`src/rtl/soc_ctrl_clk_rst_seq_pkg.sv`:
```
// Shared types and constants for the per-domain clock/reset sequencer.
// Optional build macro used by the sequencer: SOC_CTRL_LOCK_LOSS_RST_EN.
package soc_ctrl_pkg;

    // Depth of the PLL lock synchronizer.
    localparam int SOC_CTRL_SYNC_STAGES = 2;

    // Sequencer states.
    typedef enum logic [2:0] {
        ST_OFF       = 3'd0,
        ST_WAIT_LOCK = 3'd1,
        ST_CLK_DLY   = 3'd2,
        ST_RUN       = 3'd3,
        ST_RST_DLY   = 3'd4
    } soc_ctrl_seq_state_e;

    // True in the two timed states, where busy is reported.
    function automatic logic seq_is_delay(input soc_ctrl_seq_state_e st);
        return (st == ST_CLK_DLY) || (st == ST_RST_DLY);
    endfunction

endpackage

```
`src/rtl/soc_ctrl_clk_rst_seq_if.sv`:
```
// Request/status bundle between software control and the domain sequencer.
// The master drives the requests and the PLL lock; the slave (the sequencer)
// drives the domain clock gate, the domain reset and busy.
interface soc_ctrl_clk_rst_seq_if;
    logic dom_rst_i;
    logic clk_en_i;
    logic pll_lock_i;
    logic clk_en_o;
    logic dom_rst_o;
    logic busy_o;

    modport master (
        output dom_rst_i, clk_en_i, pll_lock_i,
        input  clk_en_o, dom_rst_o, busy_o
    );

    modport slave (
        input  dom_rst_i, clk_en_i, pll_lock_i,
        output clk_en_o, dom_rst_o, busy_o
    );
endinterface

```
`src/rtl/soc_ctrl_clk_rst_seq_sync.sv`:
```
// Generic N-flop single-bit synchronizer with synchronous reset to 0.
// STAGES must be at least 2.
module soc_ctrl_sync #(
    parameter int STAGES = 2
) (
    input  logic clk_i,
    input  logic rst_i,
    input  logic d_i,
    output logic q_o
);

    logic [STAGES-1:0] sync_q;

    // Shift the asynchronous input through the flop chain.
    always_ff @(posedge clk_i) begin
        if (rst_i) begin
            sync_q <= '0;
        end else begin
            sync_q <= {sync_q[STAGES-2:0], d_i};
        end
    end

    assign q_o = sync_q[STAGES-1];

endmodule

```
`src/rtl/soc_ctrl_clk_rst_seq.sv`:
```
// Per-domain clock-enable / reset sequencer on the reference clock.
// Power-up: wait for synchronized PLL lock, enable the clock, hold reset for
// DELAY_CYCLES, release. Power-down: assert reset, wait DELAY_CYCLES, gate
// the clock. Once started, a power-down always runs to completion.
// Build macro SOC_CTRL_LOCK_LOSS_RST_EN: when defined, losing lock while the
// clock is enabled starts a power-down; otherwise lock is only checked
// before enabling.
module soc_ctrl_clk_rst_seq
    import soc_ctrl_pkg::*;
#(
    parameter int DELAY_CYCLES = 50
) (
    input  logic                clk_i,
    input  logic                rst_i,
    soc_ctrl_clk_rst_seq_if.slave ctrl_if,
    output soc_ctrl_seq_state_e state_o
);

    localparam int CNT_W = $clog2(DELAY_CYCLES + 1);
    localparam logic [CNT_W-1:0] CNT_LOAD = CNT_W'(DELAY_CYCLES - 1);

    soc_ctrl_seq_state_e state_q, state_d;
    logic [CNT_W-1:0]    cnt_q, cnt_d;
    logic                lock_s;
    logic                req_ok;
    logic                keep_ok;

    soc_ctrl_sync #(
        .STAGES (SOC_CTRL_SYNC_STAGES)
    ) u_lock_sync (
        .clk_i (clk_i),
        .rst_i (rst_i),
        .d_i   (ctrl_if.pll_lock_i),
        .q_o   (lock_s)
    );

    // A domain reset request outranks the clock-enable request.
    assign req_ok = ctrl_if.clk_en_i && !ctrl_if.dom_rst_i;

`ifdef SOC_CTRL_LOCK_LOSS_RST_EN
    assign keep_ok = req_ok && lock_s;
`else
    assign keep_ok = req_ok;
`endif

    // Next-state and delay counter; a drop during CLK_DLY wins over reaching RUN.
    always_comb begin
        state_d = state_q;
        cnt_d   = cnt_q;
        unique case (state_q)
            ST_OFF: begin
                if (req_ok) state_d = ST_WAIT_LOCK;
            end
            ST_WAIT_LOCK: begin
                if (!req_ok) begin
                    state_d = ST_OFF;
                end else if (lock_s) begin
                    state_d = ST_CLK_DLY;
                    cnt_d   = CNT_LOAD;
                end
            end
            ST_CLK_DLY: begin
                if (!keep_ok) begin
                    state_d = ST_RST_DLY;
                    cnt_d   = CNT_LOAD;
                end else if (cnt_q == '0) begin
                    state_d = ST_RUN;
                end else begin
                    cnt_d = cnt_q - CNT_W'(1);
                end
            end
            ST_RUN: begin
                if (!keep_ok) begin
                    state_d = ST_RST_DLY;
                    cnt_d   = CNT_LOAD;
                end
            end
            ST_RST_DLY: begin
                if (cnt_q == '0) begin
                    state_d = ST_OFF;
                end else begin
                    cnt_d = cnt_q - CNT_W'(1);
                end
            end
            default: begin
                state_d = ST_OFF;
                cnt_d   = '0;
            end
        endcase
    end

    // State and counter registers.
    always_ff @(posedge clk_i) begin
        if (rst_i) begin
            state_q <= ST_OFF;
            cnt_q   <= '0;
        end else begin
            state_q <= state_d;
            cnt_q   <= cnt_d;
        end
    end

    // Outputs decode the state register only, so they are glitch-free.
    assign ctrl_if.clk_en_o  = (state_q == ST_CLK_DLY) || (state_q == ST_RUN) ||
                               (state_q == ST_RST_DLY);
    assign ctrl_if.dom_rst_o = (state_q != ST_RUN);
    assign ctrl_if.busy_o    = seq_is_delay(state_q);
    assign state_o           = state_q;

endmodule

```
`src/flat_wrapper.sv`:
```
// flat-port wrapper written by rule: the top's interface ports become plain ports
module soc_ctrl_clk_rst_seq_flat import soc_ctrl_pkg::*;
#(
    parameter int DELAY_CYCLES = 50
)
  (clk_i, rst_i, state_o, ctrl_if_dom_rst_i, ctrl_if_clk_en_i, ctrl_if_pll_lock_i, ctrl_if_clk_en_o, ctrl_if_dom_rst_o, ctrl_if_busy_o);
  soc_ctrl_clk_rst_seq_if ctrl_if_i ();
  input  logic clk_i;
  input  logic rst_i;
  output soc_ctrl_seq_state_e state_o;
  input wire logic [$bits(ctrl_if_i.dom_rst_i)-1:0] ctrl_if_dom_rst_i;
  input wire logic [$bits(ctrl_if_i.clk_en_i)-1:0] ctrl_if_clk_en_i;
  input wire logic [$bits(ctrl_if_i.pll_lock_i)-1:0] ctrl_if_pll_lock_i;
  output wire logic [$bits(ctrl_if_i.clk_en_o)-1:0] ctrl_if_clk_en_o;
  output wire logic [$bits(ctrl_if_i.dom_rst_o)-1:0] ctrl_if_dom_rst_o;
  output wire logic [$bits(ctrl_if_i.busy_o)-1:0] ctrl_if_busy_o;
  assign ctrl_if_i.dom_rst_i = ctrl_if_dom_rst_i;
  assign ctrl_if_i.clk_en_i = ctrl_if_clk_en_i;
  assign ctrl_if_i.pll_lock_i = ctrl_if_pll_lock_i;
  assign ctrl_if_clk_en_o = ctrl_if_i.clk_en_o;
  assign ctrl_if_dom_rst_o = ctrl_if_i.dom_rst_o;
  assign ctrl_if_busy_o = ctrl_if_i.busy_o;
  soc_ctrl_clk_rst_seq #(.DELAY_CYCLES(DELAY_CYCLES)) u_core (.clk_i(clk_i), .rst_i(rst_i), .ctrl_if(ctrl_if_i), .state_o(state_o));
endmodule
```
`config.mk`:
```
export PLATFORM = sky130hd
export DESIGN_NAME = soc_ctrl_clk_rst_seq_flat
export DESIGN_NICKNAME = d
export VERILOG_FILES = /design/src/rtl/soc_ctrl_clk_rst_seq_pkg.sv /design/src/rtl/soc_ctrl_clk_rst_seq_if.sv /design/src/rtl/soc_ctrl_clk_rst_seq_sync.sv /design/src/rtl/soc_ctrl_clk_rst_seq.sv /design/src/flat_wrapper.sv
export SDC_FILE = /design/constraint.sdc
export NUM_CORES = 1
export LEC_CHECK = 0
export CORE_ASPECT_RATIO = 0.8
export CORE_MARGIN = 2
export CORE_UTILIZATION = 35
export DETAILED_ROUTE_END_ITERATION = 8
export PLACE_DENSITY_LB_ADDON = 0.25
export SLEW_MARGIN = 20
export SYNTH_ARGS = -nofsm -noshare
export SYNTH_HDL_FRONTEND = slang
export SYNTH_HIERARCHICAL = 1
export SYNTH_SLANG_ARGS = --single-unit
```
`constraint.sdc`:
```
create_clock -name clk_i -period 1.4 [get_ports clk_i]
set_input_delay 0.35 -clock clk_i [delete_from_list [all_inputs] [get_ports clk_i]]
set_output_delay 0.35 -clock clk_i [all_outputs]
set_load 0.005 [all_outputs]
```
After elaboration in Yosys (flattened, before gate mapping)
Cells that the tools add are included.
{"block": "classes", "n_addsub": 1, "n_eq_ne": 12, "mux": 14, "bitwise": 1, "n_reduce_logical": 9}
{"cell": "$mux W6", "n": 5}
{"cell": "$pmux W6 S5", "n": 1}
{"cell": "$mux W3", "n": 7}
{"cell": "$pmux W3 S5", "n": 1}
{"cell": "$eq A3 B2 Y1 const B", "n": 2}
{"cell": "$logic_not A6 Y1", "n": 1}
{"cell": "$ne A2 B1 Y1 const B", "n": 3}
{"cell": "$ne A3 B3 Y1 const B", "n": 2}
{"cell": "$sub A6 B1 Y6 const B", "n": 1}
{"cell": "$reduce_and A5 Y1", "n": 1}
{"cell": "$ne A2 B2 Y1 const B", "n": 2}
{"cell": "$reduce_and A4 Y1", "n": 1}
{"cell": "$eq A3 B1 Y1 const B", "n": 1}
{"cell": "$eq A3 B3 Y1 const B", "n": 1}
{"cell": "$logic_not A3 Y1", "n": 1}
{"cell": "$logic_or A1 B1 Y1", "n": 3}
{"cell": "$ne A3 B2 Y1 const B", "n": 1}
{"cell": "$logic_and A1 B1 Y1", "n": 1}
{"cell": "$logic_not A1 Y1", "n": 1}
{"cell": "$not A1 Y1", "n": 1}
{"block": "totals", "ff_bits": 11, "input_bits": 5, "out_inout_bits": 6, "wordCells": 40}

Logic depth before layout (Yosys ltp)
{"block": "logic_depth", "word_depth": 4, "ltp_mapped": 6}

Modules after synthesis
The synthesis kept the hierarchy.
{"mod": "soc_ctrl_clk_rst_seq", "n_inst": 1, "cells_per_inst": 82, "area_per_inst_um2": 649.4, "seq_area_each_um2": 180.2}
{"mod": "soc_ctrl_sync", "n_inst": 1, "cells_per_inst": 4, "area_per_inst_um2": 52.6, "seq_area_each_um2": 40.0}

Least setup slack after synthesis
Ideal clock, no wire load.
{"block": "synth_path", "kind": "input to register", "start": "in ctrl_if_dom_rst_i", "end": "reg u_core.cnt_q[4]", "setup_ps": 61, "t_arrival_ps": 1368, "required_time_ps": 1339, "setup_slack_ps": -29, "stages": 4, "cell_sequence": "nand3b_1 > or4b_1 > a31oi_2 > a32o_1"}
{"block": "synth_via", "elab_chain_len": 4, "word_cells_on_any_way": 7, "cone_classes": "2 x eq/ne; 2 x mux; 3 x reduce/logical"}
{"item": "start: declaration", "line_no": "flat_wrapper.sv:11", "text": "input wire logic [$bits(ctrl_if_i.dom_rst_i)-1:0] ctrl_if_dom_rst_i;"}
{"item": "$logic_not A1 Y1 (*)", "line_no": "soc_ctrl_clk_rst_seq.sv:38", "text": "assign req_ok = ctrl_if.clk_en_i && !ctrl_if.dom_rst_i;"}
{"item": "$logic_and A1 B1 Y1 (*)", "line_no": "soc_ctrl_clk_rst_seq.sv:38"}
{"item": "$mux W6 (tied with other cells)", "line_no": "soc_ctrl_clk_rst_seq.sv:63", "text": "if (!keep_ok) begin"}
{"item": "$pmux W6 S5 or $reduce_and A4 Y1 (tied branches)"}
{"item": "end signal: assignment", "line_no": "soc_ctrl_clk_rst_seq.sv:99", "text": "cnt_q <= cnt_d;"}
{"item": "end: declaration", "line_no": "soc_ctrl_clk_rst_seq.sv:23", "text": "logic [CNT_W-1:0] cnt_q, cnt_d;"}
Mark *: on every way between the ends. The rest lies on a longest branch, timed or not.
A chain may end at the register's enable or synchronous reset.

Worst setup path in the final report
{"block": "layout_path", "start": "reg u_core.state_q[2] (netlist: u_core/state_o[2])", "end": "out ctrl_if_clk_en_o"}
{"block": "layout_via", "elab_chain_len": 3, "word_cells_on_any_way": 5, "cone_classes": "3 x eq/ne; 2 x reduce/logical"}
{"item": "start: declaration", "line_no": "soc_ctrl_clk_rst_seq.sv:22", "text": "soc_ctrl_seq_state_e state_q, state_d;"}
{"item": "start signal: assignment", "line_no": "soc_ctrl_clk_rst_seq.sv:98", "text": "state_q <= state_d;"}
{"item": "$eq A3 B2 Y1", "line_no": "soc_ctrl_clk_rst_seq.sv:104", "text": "assign ctrl_if.clk_en_o = (state_q == ST_CLK_DLY) || (state_q == ST_RUN) ||"}
{"item": "$logic_or A1 B1 Y1", "line_no": "soc_ctrl_clk_rst_seq.sv:104"}
{"item": "$logic_or A1 B1 Y1 (*)", "line_no": "soc_ctrl_clk_rst_seq.sv:104"}
{"item": "end: declaration", "line_no": "flat_wrapper.sv:14", "text": "output wire logic [$bits(ctrl_if_i.clk_en_o)-1:0] ctrl_if_clk_en_o;"}
Marks and branches as above.

==> summary.txt <==
SYNTH
-------------------------------------------------------------------------------------
Most area-consuming cells after synthesis                                sky130_fd_sc_hd__dfxtp_1 (31%), sky130_fd_sc_hd__a21oi_1 (5.7%), sky130_fd_sc_hd__nand2b_1 (4.5%)
Most used flip-flop cell after synthesis                                 sky130_fd_sc_hd__dfxtp_1
Cell area after technology mapping                                           702 um^2
Number of flip-flops and latches in the synthesized netlist                        11
Syn Inst Count                                                                     86
Share of Yosys cell area claimed by the top area cell type                      31.4%
Post-synth top area cell                                                 sky130_fd_sc_hd__dfxtp_1
Asr flop ratio synth                                                               0%
Number of warnings issued by yosys                                                  6
Number of synthesized flops with an enable pin                                      0
Synth Net Count                                                                    93
Average cell area after synthesis                                           8.16 um^2
Commonest cells in the netlist                                           sky130_fd_sc_hd__dfxtp_1 (11), sky130_fd_sc_hd__a21oi_1 (8), sky130_fd_sc_hd__nand2_1 (7), sky130_fd_sc_hd__nor2_1 (7), sky130_fd_sc_hd__nand2b_1 (5)
Yosys cell types                                                                   41
Register area share after synthesis                                             31.4%
Leading cell type by number of instances after synthesis                 sky130_fd_sc_hd__dfxtp_1

TIMING
-------------------------------------------------------------------------------------
Slew at the pin closest to its max-slew limit                                0.459 ns
Clock skew after layout                                                    0.00861 ns
Setup slack of the critical path after layout                               -0.146 ns
Final Hold Violating Endpoints                                                      0
Number of failing setup endpoints in the final timing report                       10
Unrepaired setup endpoints after global routing                                  true
Post-layout minimum cycle time                                                1.55 ns
Final number of max-transition violations                                           0
Maximum frequency from static timing analysis                               0.647 GHz
Normalized max-slew margin                                                      69.2%
Post-route clock period utilization                                              110%

GLOBAL ROUTING
-------------------------------------------------------------------------------------
Global-route wire length before repair                                        3.64 mm
Vias in the first global route                                                    778
Overall fraction of global-route tracks in use                                  21.8%
Aggregate global routing overflow                                                   0
Maximum number of pins on one net before global-route repair                       10
Number of antenna violations at the first check in global routing                   0

CLOCK TREE
-------------------------------------------------------------------------------------
Maximum level of the CTS H-tree                                                     1
Longest Clk Path Bufs                                                               2
Clock sinks                                                                        11
TritonCTS buffer count                                                              3
Clock root buffer                                                        sky130_fd_sc_hd__clkbuf_4
Latest clock arrival within the worst-skew pair                               0.28 ns
Clock-pin slew of the registers on the worst-case setup and hold paths        0.07 ns
CTS Hold Bufs                                                                       0
Clock tree from TritonCTS                                                        done

PLACEMENT
-------------------------------------------------------------------------------------
Post-DP HPWL                                                                  1.42 mm
Worst slack after detailed placement                                        -0.531 ns
Port Buffer Count                                                                  10
GPL Wtd Cong                                                                    0.841

WORST SETUP PATH
-------------------------------------------------------------------------------------
Origin of the critical flop-to-flop path                                 u_core/cnt_q[2]
Type of element capturing the critical path                              primary output
Maximum net fanout on the critical path                                             5
Depth of the worst register-to-register path                                        4
Reg2reg end                                                              u_core/cnt_q[0]
Critical path launch point type                                                  flop
CP Data Arrival Time                                                          1.20 ns
Register-to-register setup slack                                             -0.12 ns
Critical path start-end classification                                     reg -> out
Required arrival time at the worst endpoint                                   1.05 ns

DIE
-------------------------------------------------------------------------------------
Core Region                                                                 1890 um^2
Cell row count                                                                     14
Top Ports                                                                          11
Die area                                                                    2380 um^2
Effective utilization at floorplan                                              37.1%
Chip height                                                                   44.1 um
Width of the die                                                              54.1 um

POWER
-------------------------------------------------------------------------------------
Total power of the final layout                                                616 uW
Leakage power summed over all cells                                       0.000471 uW
IR Drop Worst-Case VDD                                                         644 uV
Power per unit of standard cell area                                      548 nW/um^2

WORST HOLD PATH
-------------------------------------------------------------------------------------
Startpoint of the lowest-slack hold path                                 u_core/u_lock_sync/sync_q[0]
Worst Hold End                                                           u_core/u_lock_sync/sync_q[1]
WHS Path Cells                                                                      1
Hold/Removal Path Class                                                    reg -> reg

ROUTING
-------------------------------------------------------------------------------------
Routed wire length per instance                                               16.6 um
Detailed Routing Iterations Pass 1                                                  4
WL final                                                                      2.53 mm
Via density per instance                                                         5.90
Vias post-DR                                                                      897
Total DRC errors in the routed layout                                               0
Detail Route Antenna Nets                                                           0
Detailed router's first-iteration violation count                                  49

CELLS AND AREA
-------------------------------------------------------------------------------------
Area growth from synthesis to final layout                                      60.1%
N_diodes                                                                            0
Fraction of final layout cells with drive strength greater than 1               44.5%
Fin util                                                                        59.4%
Final layout net count                                                            136

RUN STATUS
-------------------------------------------------------------------------------------
Result of the run                                                        finished, violations left
Failing checks                                                           negative setup slack

FLOW RUN
-------------------------------------------------------------------------------------
Number of max-cap violations                                                        0

## critical path, stage by stage (launching register included)
cell and delay (ns):
sky130_fd_sc_hd__dfxtp_4 0.39, sky130_fd_sc_hd__or3b_1 0.38, sky130_fd_sc_hd__nand2_1 0.06, sky130_fd_sc_hd__buf_2 0.10
## cell families (layout without fill, tap and decap cells)
logic type	Yosys count	in the layout	synth area share (%)
DFF	11	11	31.4
buffers and inverters	7	49	4.99
and+or+nand+nor	39	39	32.3
adders and majority gates	2	2	3.56
AOI/OAI and AO/OA	27	27	27.8
## layer usage
layer | GRT usage, % | part of all wire [%] | vias up
met5 | 0 | 0 | -
met4 | 8.00 | 4.0 | 0
met3 | 5.74 | 7.1 | 14
met2 | 34.9 | 46 | 50
met1 | 28.2 | 43 | 423
li1 | - | - | 410
## cells in the final DEF, fill, tap and decap left out, types with 2 or more instances in the layout
master,netlist,final
sky130_fd_sc_hd__dfxtp_1,11,8
sky130_fd_sc_hd__nand3b_1,2,2
sky130_fd_sc_hd__clkdlybuf4s15_1,0,2
sky130_fd_sc_hd__clkbuf_2,0,2
sky130_fd_sc_hd__nand3_1,3,3
sky130_fd_sc_hd__nand2b_1,5,3
sky130_fd_sc_hd__dlygate4sd2_1,0,2
sky130_fd_sc_hd__a21oi_2,0,4
sky130_fd_sc_hd__inv_1,3,3
sky130_fd_sc_hd__buf_6,0,3
sky130_fd_sc_hd__clkdlybuf4s50_1,0,2
sky130_fd_sc_hd__buf_4,2,29
sky130_fd_sc_hd__o21ai_0,3,2
sky130_fd_sc_hd__nand2_1,7,7
sky130_fd_sc_hd__a21oi_1,8,4
sky130_fd_sc_hd__nor2b_1,3,2
sky130_fd_sc_hd__nand2b_4,0,2
sky130_fd_sc_hd__nor2_1,7,7
sky130_fd_sc_hd__buf_2,1,2
sky130_fd_sc_hd__dfxtp_4,0,2
sky130_fd_sc_hd__ha_1,2,2
sky130_fd_sc_hd__clkbuf_4,0,3
sky130_fd_sc_hd__a31oi_1,2,2
## state kept, by name, summed over array words and instances (netlist names)
name,cells
u_core/cnt_q,6
u_core/state_o,3
u_core/u_lock_sync/sync_q,2
## timing repair
action | CTS | global route
endpoints found under the hold margin | 0 | 0
gates resized for setup | 28 | 13
endpoints found under the setup margin | 13 | 13
pin swaps | 16 | 7
setup buffers | 8 | 5
## through the flow
step | hold slack (ns) | cell area, um^2 | std cells | setup TNS [ns]
finish | 0.454 | 1120 | 152 | -0.729
global route | 0.464 | 1120 | 152 | -1.56
CTS | 0.459 | 1060 | 147 | -0.670
detailed placement | 0.439 | 951 | 135 | -3.59
global placement | 0.425 | 951 | 135 | -3.32
floorplan | 0.414 | 702 | 86 | 0
## worst max path at each step
stage / depth (start not counted) / to / slack (ns) / start
3_3_place_gp: 5 / u_core/cnt_q[0] / -0.49 / ctrl_if_dom_rst_i
6_report: 3 / ctrl_if_clk_en_o / -0.15 / u_core/state_o[2]
2_1_floorplan: 4 / u_core/cnt_q[4] / 0.004 / ctrl_if_dom_rst_i
4_1_cts: 3 / ctrl_if_busy_o / -0.15 / u_core/state_o[2]
5_1_grt: 4 / ctrl_if_busy_o / -0.23 / u_core/state_o[2]
3_5_place_dp: 5 / u_core/cnt_q[4] / -0.53 / ctrl_if_clk_en_i
## cell type report
type,instances,area (um^2)
repair buffers,42,329
well taps,24,30.0
multi-input cells,68,498
inverters,3,11.3
flip-flops and latches,11,229
clock buffers,4,26.3
fillers,169,768
## report_power, final
part / total, uW / switching, uW / internal (uW)
clock network: 228 / 118 / 110
logic: 71.9 / 34.0 / 37.9
registers: 316 / 2.60 / 313
total: 616 / 155 / 462
No activity file was read; power rests on OpenSTA's default activity.
